$ cat src/rtl/sccb_master.sv
// sccb_master: SCCB/I2C master for camera-sensor register programming.
// Write = START, {dev,0}, sub-address byte(s), data, STOP.
// Read  = START, {dev,0}, sub-address byte(s), STOP, START, {dev,1}, 8 RX bits, NA, STOP.
// Every bus phase is built from quarter periods of CLK_DIV clocks.
module sccb_master #(
  parameter int CLK_DIV    = 125,
  parameter int ADDR_BYTES = 1,
  parameter int CHECK_ACK  = 0,
  parameter int IDLE_GAP   = 4
) (
  input  logic                    clk,
  input  logic                    reset,
  input  logic                    start,
  input  logic                    rw,
  input  logic [6:0]              dev_addr,
  input  logic [8*ADDR_BYTES-1:0] reg_addr,
  input  logic [7:0]              wdata,
  output logic                    busy,
  output logic                    done,
  output logic                    nack,
  output logic [7:0]              rdata,
  output logic                    scl,
  output logic                    sda_oe,
  input  logic                    sda_in
);
  localparam int QCW = (CLK_DIV > 1) ? $clog2(CLK_DIV) : 1;
  localparam int NB  = ADDR_BYTES + 2;
  localparam int BW  = $clog2(NB);

  typedef enum logic [2:0] {
    IDLE, START, TX_BIT, TX_ACK, RX_BIT, RX_NA, STOP, GAP
  } state_t;

  state_t                  state;
  logic [QCW-1:0]          qcnt;
  logic [7:0]              q;        // quarter index inside the current phase
  logic [2:0]              bcnt;
  logic [BW-1:0]           bidx;     // index of the byte being transmitted
  logic [7:0]              sh;       // TX shift-out / RX shift-in
  logic                    phase2;   // second (read) phase of a read
  logic                    rw_l;
  logic [6:0]              dev_l;
  logic [8*ADDR_BYTES-1:0] reg_l;
  logic [7:0]              wdata_l;

  logic                    tick, sample, ack_bad;
  logic [NB-1:0][7:0]      seq;
  logic [BW-1:0]           last_idx;
  logic [7:0]              nxt_byte;

  assign tick    = (qcnt == QCW'(CLK_DIV - 1));
  // SDA is sampled on the first clock of the fourth quarter of a bit cell.
  assign sample  = (qcnt == '0) && (q == 8'd3);
  assign ack_bad = (CHECK_ACK != 0) && (nack || (sample && sda_in));

  // Byte list for the current phase: device byte, sub-address MSB first, data.
  always_comb begin
    seq = '0;
    seq[0] = {dev_l, phase2};
    for (int i = 0; i < ADDR_BYTES; i++)
      seq[i+1] = reg_l[8*(ADDR_BYTES-1-i) +: 8];
    seq[NB-1] = wdata_l;
    last_idx = phase2 ? '0 : (rw_l ? BW'(ADDR_BYTES) : BW'(ADDR_BYTES + 1));
    nxt_byte = seq[BW'(bidx + 1'b1)];
  end

  // Bus sequencer: all pin and status outputs are registered at quarter boundaries.
  always_ff @(posedge clk) begin
    if (reset) begin
      state   <= IDLE;
      qcnt    <= '0;
      q       <= '0;
      bcnt    <= '0;
      bidx    <= '0;
      sh      <= '0;
      phase2  <= 1'b0;
      rw_l    <= 1'b0;
      dev_l   <= '0;
      reg_l   <= '0;
      wdata_l <= '0;
      scl     <= 1'b1;
      sda_oe  <= 1'b0;
      busy    <= 1'b0;
      done    <= 1'b0;
      nack    <= 1'b0;
      rdata   <= '0;
    end else begin
      done <= 1'b0;
      if (busy) qcnt <= tick ? '0 : qcnt + 1'b1;
      case (state)
        IDLE: if (start) begin
          dev_l   <= dev_addr;
          rw_l    <= rw;
          reg_l   <= reg_addr;
          wdata_l <= wdata;
          busy    <= 1'b1;
          nack    <= 1'b0;
          phase2  <= 1'b0;
          qcnt    <= '0;
          q       <= '0;
          scl     <= 1'b1;
          sda_oe  <= 1'b0;
          state   <= START;
        end
        START: if (tick) begin
          if (q == 8'd0) begin
            q      <= 8'd1;
            sda_oe <= 1'b1;
          end else begin
            q     <= '0;
            scl   <= 1'b0;
            bcnt  <= '0;
            bidx  <= '0;
            sh    <= seq[0];
            state <= TX_BIT;
          end
        end
        TX_BIT, TX_ACK, RX_BIT, RX_NA: begin
          if (sample && state == RX_BIT) sh <= {sh[6:0], sda_in};
          if (sample && state == TX_ACK && CHECK_ACK != 0 && sda_in) nack <= 1'b1;
          if (tick) begin
            case (q)
              8'd0: begin
                q      <= 8'd1;
                sda_oe <= (state == TX_BIT) ? ~sh[7] : 1'b0;
              end
              8'd1: begin
                q   <= 8'd2;
                scl <= 1'b1;
              end
              8'd2: q <= 8'd3;
              default: begin
                q   <= '0;
                scl <= 1'b0;
                case (state)
                  TX_BIT: begin
                    sh   <= {sh[6:0], 1'b0};
                    bcnt <= bcnt + 1'b1;
                    if (bcnt == 3'd7) state <= TX_ACK;
                  end
                  TX_ACK: begin
                    if (ack_bad) begin
                      sda_oe <= 1'b1;
                      state  <= STOP;
                    end else if (bidx != last_idx) begin
                      bidx  <= bidx + 1'b1;
                      sh    <= nxt_byte;
                      bcnt  <= '0;
                      state <= TX_BIT;
                    end else if (phase2) begin
                      bcnt  <= '0;
                      state <= RX_BIT;
                    end else begin
                      sda_oe <= 1'b1;
                      state  <= STOP;
                    end
                  end
                  RX_BIT: begin
                    bcnt <= bcnt + 1'b1;
                    if (bcnt == 3'd7) state <= RX_NA;
                  end
                  default: begin
                    sda_oe <= 1'b1;
                    state  <= STOP;
                  end
                endcase
              end
            endcase
          end
        end
        STOP: if (tick) begin
          if (q == 8'd0) begin
            q   <= 8'd1;
            scl <= 1'b1;
          end else if (q == 8'd1) begin
            q      <= 8'd2;
            sda_oe <= 1'b0;
          end else begin
            q <= '0;
            // The STOP between the two read phases flows straight into a new START.
            if (rw_l && !phase2 && !nack) begin
              phase2 <= 1'b1;
              state  <= START;
            end else begin
              done  <= 1'b1;
              state <= GAP;
              if (rw_l && !nack) rdata <= sh;
            end
          end
        end
        GAP: if (tick) begin
          if (q == 8'(IDLE_GAP - 1)) begin
            q     <= '0;
            busy  <= 1'b0;
            state <= IDLE;
          end else begin
            q <= q + 1'b1;
          end
        end
        default: state <= IDLE;
      endcase
    end
  end
endmodule

$ cat config.mk
export PLATFORM = sky130hd
export DESIGN_NAME = sccb_master
export DESIGN_NICKNAME = d
export VERILOG_FILES = /design/src/rtl/sccb_master.sv
export SDC_FILE = /design/constraint.sdc
export NUM_CORES = 1
export LEC_CHECK = 0
export BUFFER_PORTS_ARGS = -buffer_cell sky130_fd_sc_hd__buf_2
export CELL_PAD_IN_SITES_DETAIL_PLACEMENT = 1
export CELL_PAD_IN_SITES_GLOBAL_PLACEMENT = 1
export CORE_MARGIN = 3
export CORE_UTILIZATION = 35
export CTS_CLUSTER_SIZE = 14
export DETAILED_ROUTE_END_ITERATION = 16
export PLACE_DENSITY_LB_ADDON = 0.1
export SYNTH_ARGS = -nofsm -noshare
export SYNTH_HDL_FRONTEND = slang
export SYNTH_SLANG_ARGS = --single-unit
$ cat constraint.sdc
create_clock -name clk -period 7.1 [get_ports clk]
set_clock_uncertainty 0.1 [all_clocks]
set_input_delay 2.13 -clock clk [delete_from_list [all_inputs] [get_ports clk]]
set_output_delay 2.13 -clock clk [all_outputs]
set_load 0.1 [all_outputs]
==> results of run 1 <==
-- sequential cells by signal, indices dropped and copies added (netlist names), 2 cells and up --
name / cells
dev_l: 7
bidx: 2
q: 8
wdata_l: 8
qcnt: 7
state: 3
bcnt: 3
sh: 8
reg_l: 8
rdata: 8
-- kinds of logic (layout without fill, tap and decap cells) --
kind of cell / count (synthesis) / in the layout
compound gates: 115 / 115
xor+xnor: 13 / 13
fa+ha+maj: 8 / 8
buf+inv: 46 / 72
flops: 68 / 68
mux: 23 / 23
other cells: 1 / 1
simple gates: 207 / 207
-- worst max-delay path: cells and delay by family --
| kind | cells | cell delay, ns |
|---|---|---|
| buf+inv | 1 | 0.09 |
| simple gates | 2 | 1.24 |
| compound gates | 4 | 0.98 |
-- through the flow --
step	cells	utilization (%)	instance area, um2
after floorplan	481	-	3690
after global placement	624	39.5	3950
after detailed placement	624	39.5	3950
after CTS	640	41.6	4160
after global routing	640	41.6	4160
final	640	41.6	4160
-- power groups by stage --
stage | clock network, mW | registers, mW | logic [mW]
after global placement | 0 | 0.504 | 0.539
final | 0.327 | 0.498 | 0.548
after global routing | 0.359 | 0.508 | 0.621
after detailed placement | 0 | 0.506 | 0.550
after CTS | 0.340 | 0.497 | 0.552
after floorplan | 0 | 0.514 | 0.398
-- final cells by class --
type	instances	area (um2)	area share [%]
sequential	68	1360	32.7
multi-input combinational	367	2160	51.9
inverter	15	56.3	1.35
clock inverter	2	15.0	0.361
tap	133	166	4.00
timing repair buffer	41	210	5.06
clock buffer	14	193	4.63
-- routing by layer --
layer  vias to the layer above  global-route usage [%]  part of all wire (%)
met2                        62                    25.5                    40
met5                         -                       0                     0
met4                         0                    7.57                   1.9
met1                      1637                    28.3                    53
li1                       1733                       -                     -
met3                        13                    3.97                   4.8
-- synthesized netlist by cell type, drive strengths merged (3+ instances only) --
| cell type | n |
|---|---|
| nor3 | 14 |
| inv | 14 |
| a21oi | 45 |
| nor2b | 6 |
| mux2i | 20 |
| and3 | 5 |
| mux2 | 3 |
| nand2 | 79 |
| o221ai | 5 |
| nand2b | 10 |
| nand3 | 5 |
| ha | 8 |
| o311ai | 3 |
| a31oi | 8 |
| or2 | 3 |
| nor4 | 3 |
| o21ai | 21 |
| o22ai | 6 |
| a211oi | 4 |
| nor2 | 59 |
| o31ai | 4 |
| nand4 | 5 |
| buf | 3 |
| dfxtp | 68 |
| or4 | 3 |
| xnor2 | 8 |
| a221oi | 4 |
| clkbuf | 28 |
| xor2 | 5 |
-- final timing paths --
check | startpoint | end | cells after the start
worst max-delay path | start | state[2] | 7
worst min-delay path | wdata_l[7] | wdata_l[7] | 2
worst max register to register | state[1] | state[2] | 6
worst min register to register | wdata_l[7] | wdata_l[7] | 2
==> impl_metrics.yaml, run 1 <==
min_path:
  min_path_type: "flop to flop"
power_and_ir_drop:
  p_leak_nw: 1.61
  power.density_nw_per_um2: 330
  combPwrFrac_pct: 39.9
  power_frac_seq_pct: 36.2
  clockPowerShare_pct: 23.8
  ir_worst_vdd_v: 0.000259
  swShare_pct: 42.4
  p_int_mw: 0.792
  p_switching_mw: 0.582
  p_total_mw: 1.37
cts:
  root_buffer: "clkbuf_8"
  cts_resized: 0
  cts_htree_levels: 3
  clock_sinks: 68
  hold_buffers: 0
  clk_pin_slew_ns: 0.07
  cts_tree: "built"
  cts_setup_buffers: 0
  clkLatencyLatePin_ns: 0.35
  cts_made_buffers: 9
  cts_buffer_depth: 2
timing:
  worst_slew_pin_slew_ns: 0.981
  rsz0062_at_grt: "false"
  setup_viol: 0
  timing.final.crit_share_pct: 60.1
  timing.hold.ws_ns: 0.357
  drv_slew: 0
  period_needed_ns: 4.27
  fmax_mhz: 234
  fin_setup_tns_ns: 0
  worst_slack_ns: 2.83
  maxSlewHeadroom_pct: 34.6
  hold_viol_final: 0
final_layout:
  final.fill_count: 1278
  nets: 538
  diodes: 0
  synthToLayoutAreaGrowth_pct: 12.6
  drive_gt1_share_pct: 13.4
  layout_commonest_cell: "nand2_1"
  final_cell_mix: "nand2_1, dfxtp_1, nor2_1"
detailed_routing:
  via_count: 3445
  totalWireLength_mm: 10.3
  dr.pass1.iters: 4
  wire_per_inst_um: 16.0
  drc_errors: 0
  ant_nets: 0
  drtIter0Drc: 207
  via_per_inst: 5.38
floorplanning:
  die_width_um: 109
  dieArea_um2: 11800
  core_um2: 10000
  start_util_pct: 36.9
  die_y_um: 109
  pin_count: 41
  num_rows: 36
setup_path:
  arrival_ns: 4.45
  end_kind: "flop"
  crit_type: "primary input to flop"
  worstPathRequired_ns: 7.28
  start_kind: "primary input"
  r2r_slack_ns: 4.01
  cp_max_fo: 25
  max_stage_delay_ns: 0.84
  cp_cell_sequence: "buf_2 -> or4b_1 -> o31ai_1 -> o21a_1 -> o311ai_1 -> or3_1 -> a21oi_1"
  crit_path_top_delay_cell: "or4b_1"
logic_synthesis:
  yosys.area_share.adder_pct: 2.71
  yosys.area_share.xor_xnor_pct: 3.08
  syn_area_per_cell_um2: 7.68
  ys_types: 56
  syn_nets: 517
  synth_area_leader_cell: "dfxtp_1"
  synth_compound_area_share_pct: 19.3
  synthTopCellsByArea: "dfxtp_1, nand2_1, a21oi_1, nor2_1, mux2i_1"
  synth_top_area_share_pct: 36.9
  synth_mux_area_share_pct: 6.33
  synth_edf_count: 0
  ys_seq_area_share_pct: 36.9
  synthFlopType: "dfxtp_1"
  ys_warn_count: 0
  synth_top_family_by_area: "simple AND/OR/NAND/NOR gates"
  synthCells: 481
  syn_area_um2: 3690
  async_flop_share_pct: 0
  synth-seq-cells: 68
  synth-simple-area-share_pct: 26.8
global_route:
  first_global_vias: 3324
  grtUsageTotal_pct: 18.8
  grt_max_degree: 62
  grt_pass1_wl_mm: 17.4
  antenna_found_initial: 0
  grt-ovfl-total: 0
status:
  status: "completed"
job:
  cap_violations: 0
place:
  pre_cts_slack_ns: 2.43
  port_buffers: 39
  hpwl_mm: 7.43
  finalWeightedCongestion: 0.838
Note: power is estimated with default switching activity, not from simulation.
==> run 2: changes to the inputs <==
==> constraint.sdc (replaced) <==
create_clock -name clk -period 3.93 [get_ports clk]
set_clock_uncertainty 0.1 [all_clocks]
set_input_delay 1.179 -clock clk [delete_from_list [all_inputs] [get_ports clk]]
set_output_delay 1.179 -clock clk [all_outputs]
set_load 0.1 [all_outputs]
==> impl_metrics.yaml, run 2 (synthesis gave the netlist of run 1 again) <==
setup_path:
  r2r_slack_ns: 1.14
  cp_max_fo: 8
  r2r.worst_path.cells: 6
  r2r_end: "state[2]"
  crit_path_top_delay_cell: "or4b_1"
  cp_top_family: "simple AND/OR/NAND/NOR gates"
  crit_type: "primary input to flop"
  max_stage_delay_ns: 0.48
  start_kind: "primary input"
  crit_buf_inv: 1
  cp_cell_sequence: "buf_2 -> or4b_1 -> o31ai_1 -> o21a_1 -> o311ai_1 -> or3_1 -> a21oi_1"
  end_kind: "flop"
  worstPathRequired_ns: 4.12
  arrival_ns: 2.97
  reg2reg_from: "state[1]"
timing:
  fmax_mhz: 359
  rsz0062_at_grt: "false"
  fin_setup_tns_ns: 0
  timing.final.crit_share_pct: 70.9
  setup_viol: 0
  worst_slack_ns: 1.14
  drv_slew: 0
  maxSlewHeadroom_pct: 46.1
  hold_viol_final: 0
  worst_slew_pin_slew_ns: 0.801
  period_needed_ns: 2.79
detailed_routing:
  wl_met2_mm: 4.43
  via_per_inst: 5.38
  via_count: 3461
  ant_nets: 0
  dr.pass1.iters: 5
  routed.top_layer: "met4"
  met3_length_um: 350
  drtIter0Drc: 201
  wl_met1_mm: 5.62
  drc_errors: 0
  totalWireLength_mm: 10.5
  wire_per_inst_um: 16.4
final_layout:
  diodes: 0
  final_cell_mix: "nand2_1, dfxtp_1, nor2_1"
  nets: 541
  final.fill_count: 1273
  layout_commonest_cell: "nand2_1"
  synthToLayoutAreaGrowth_pct: 12.5
  register_area_um2: 1360
  drive_gt1_share_pct: 13.9
  multiInputGateArea_um2: 2160
global_route:
  antenna_found_initial: 0
  grt-ovfl-total: 0
  grtUsageTotal_pct: 18.6
  grt_pass1_wl_mm: 17.3
  grt_max_degree: 37
  first_global_vias: 3306
place:
  port_buffers: 39
  finalWeightedCongestion: 0.821
  pre_cts_slack_ns: 0.823
  hpwl_mm: 7.49
power_and_ir_drop:
  ir_worst_vdd_v: 0.000295
  power_frac_seq_pct: 36.8
  clockPowerShare_pct: 22.6
  swShare_pct: 44.4
  combPwrFrac_pct: 40.6
  p_int_mw: 1.38
  p_leak_nw: 1.62
  power.density_nw_per_um2: 595
  p_switching_mw: 1.10
cts:
  cts_htree_levels: 3
  cts_setup_buffers: 0
  cts_resized: 0
  clkLatencyLatePin_ns: 0.36
  root_buffer: "clkbuf_8"
  hold_buffers: 0
  clock_sinks: 68
  cts_made_buffers: 9
  clk_pin_slew_ns: 0.08
  cts_tree: "built"
  cts_buffer_depth: 2
floorplanning:
  dieArea_um2: 11800
  die_y_um: 109
  pin_count: 41
  core_um2: 10000
  num_rows: 36
  die_width_um: 109
  start_util_pct: 36.9
min_path:
  hold_depth: 2
  holdCritStartpoint: "reg_l[6]"
  hold_end: "reg_l[6]"
  min_path_type: "flop to flop"
status:
  status: "completed"
job:
  cap_violations: 0
-- run 2: routing by layer --
layer,up-vias,track usage (%)
met5,-,0
met4,0,6.04
met3,11,3.08
met2,65,27.4
met1,1639,27.5
li1,1746,-
-- run 2: how the worst max path moves through the flow --
| stage | from | end | cells past startpoint |
|---|---|---|---|
| 2_1_floorplan | start | state[2] | 7 |
| 3_3_place_gp | start | state[2] | 7 |
| 3_5_place_dp | start | state[2] | 7 |
| 4_1_cts | state[1] | state[2] | 6 |
| 5_1_grt | state[2] | sh[2] | 6 |
| 6_report | start | state[2] | 7 |
-- run 2: power groups by stage --
stage / combinational (mW) / sequential (mW) / clock [mW]
finish: 1.00 / 0.910 / 0.560
global placement: 0.975 / 0.921 / 0
detailed placement: 0.994 / 0.924 / 0
global route: 1.11 / 0.931 / 0.613
floorplan: 0.719 / 0.928 / 0
CTS: 1.00 / 0.910 / 0.584
-- run 2: area by class of cell --
class                   count  area share, %
multi-input cells         367           51.9
flip-flops and latches     68           32.8
repair buffers             44           5.60
well taps                 133           4.00
clock buffers              10           3.31
inverters                  15           1.35
clock inverters             6           1.11
-- run 2: metrics by stage --
stage / cell area, um2 / hold WS [ns] / util [%] / cells / total power [mW]
after floorplan: 3690 / 0.332 / - / 481 / 1.65
after global placement: 3970 / 0.349 / 39.7 / 627 / 1.90
after detailed placement: 3970 / 0.354 / 39.7 / 627 / 1.92
after CTS: 4160 / 0.366 / 41.6 / 643 / 2.49
after global routing: 4160 / 0.385 / 41.6 / 643 / 2.65
final: 4160 / 0.363 / 41.6 / 643 / 2.47
-- run 2: worst register-to-register path, cell delays in order (launching register included) --
cell and delay [ns]:
dfxtp_1 0.77, nor3_1 0.17, o31ai_1 0.69, o21a_1 0.24, o311ai_1 0.22, or3_1 0.42
a21oi_1 0.12
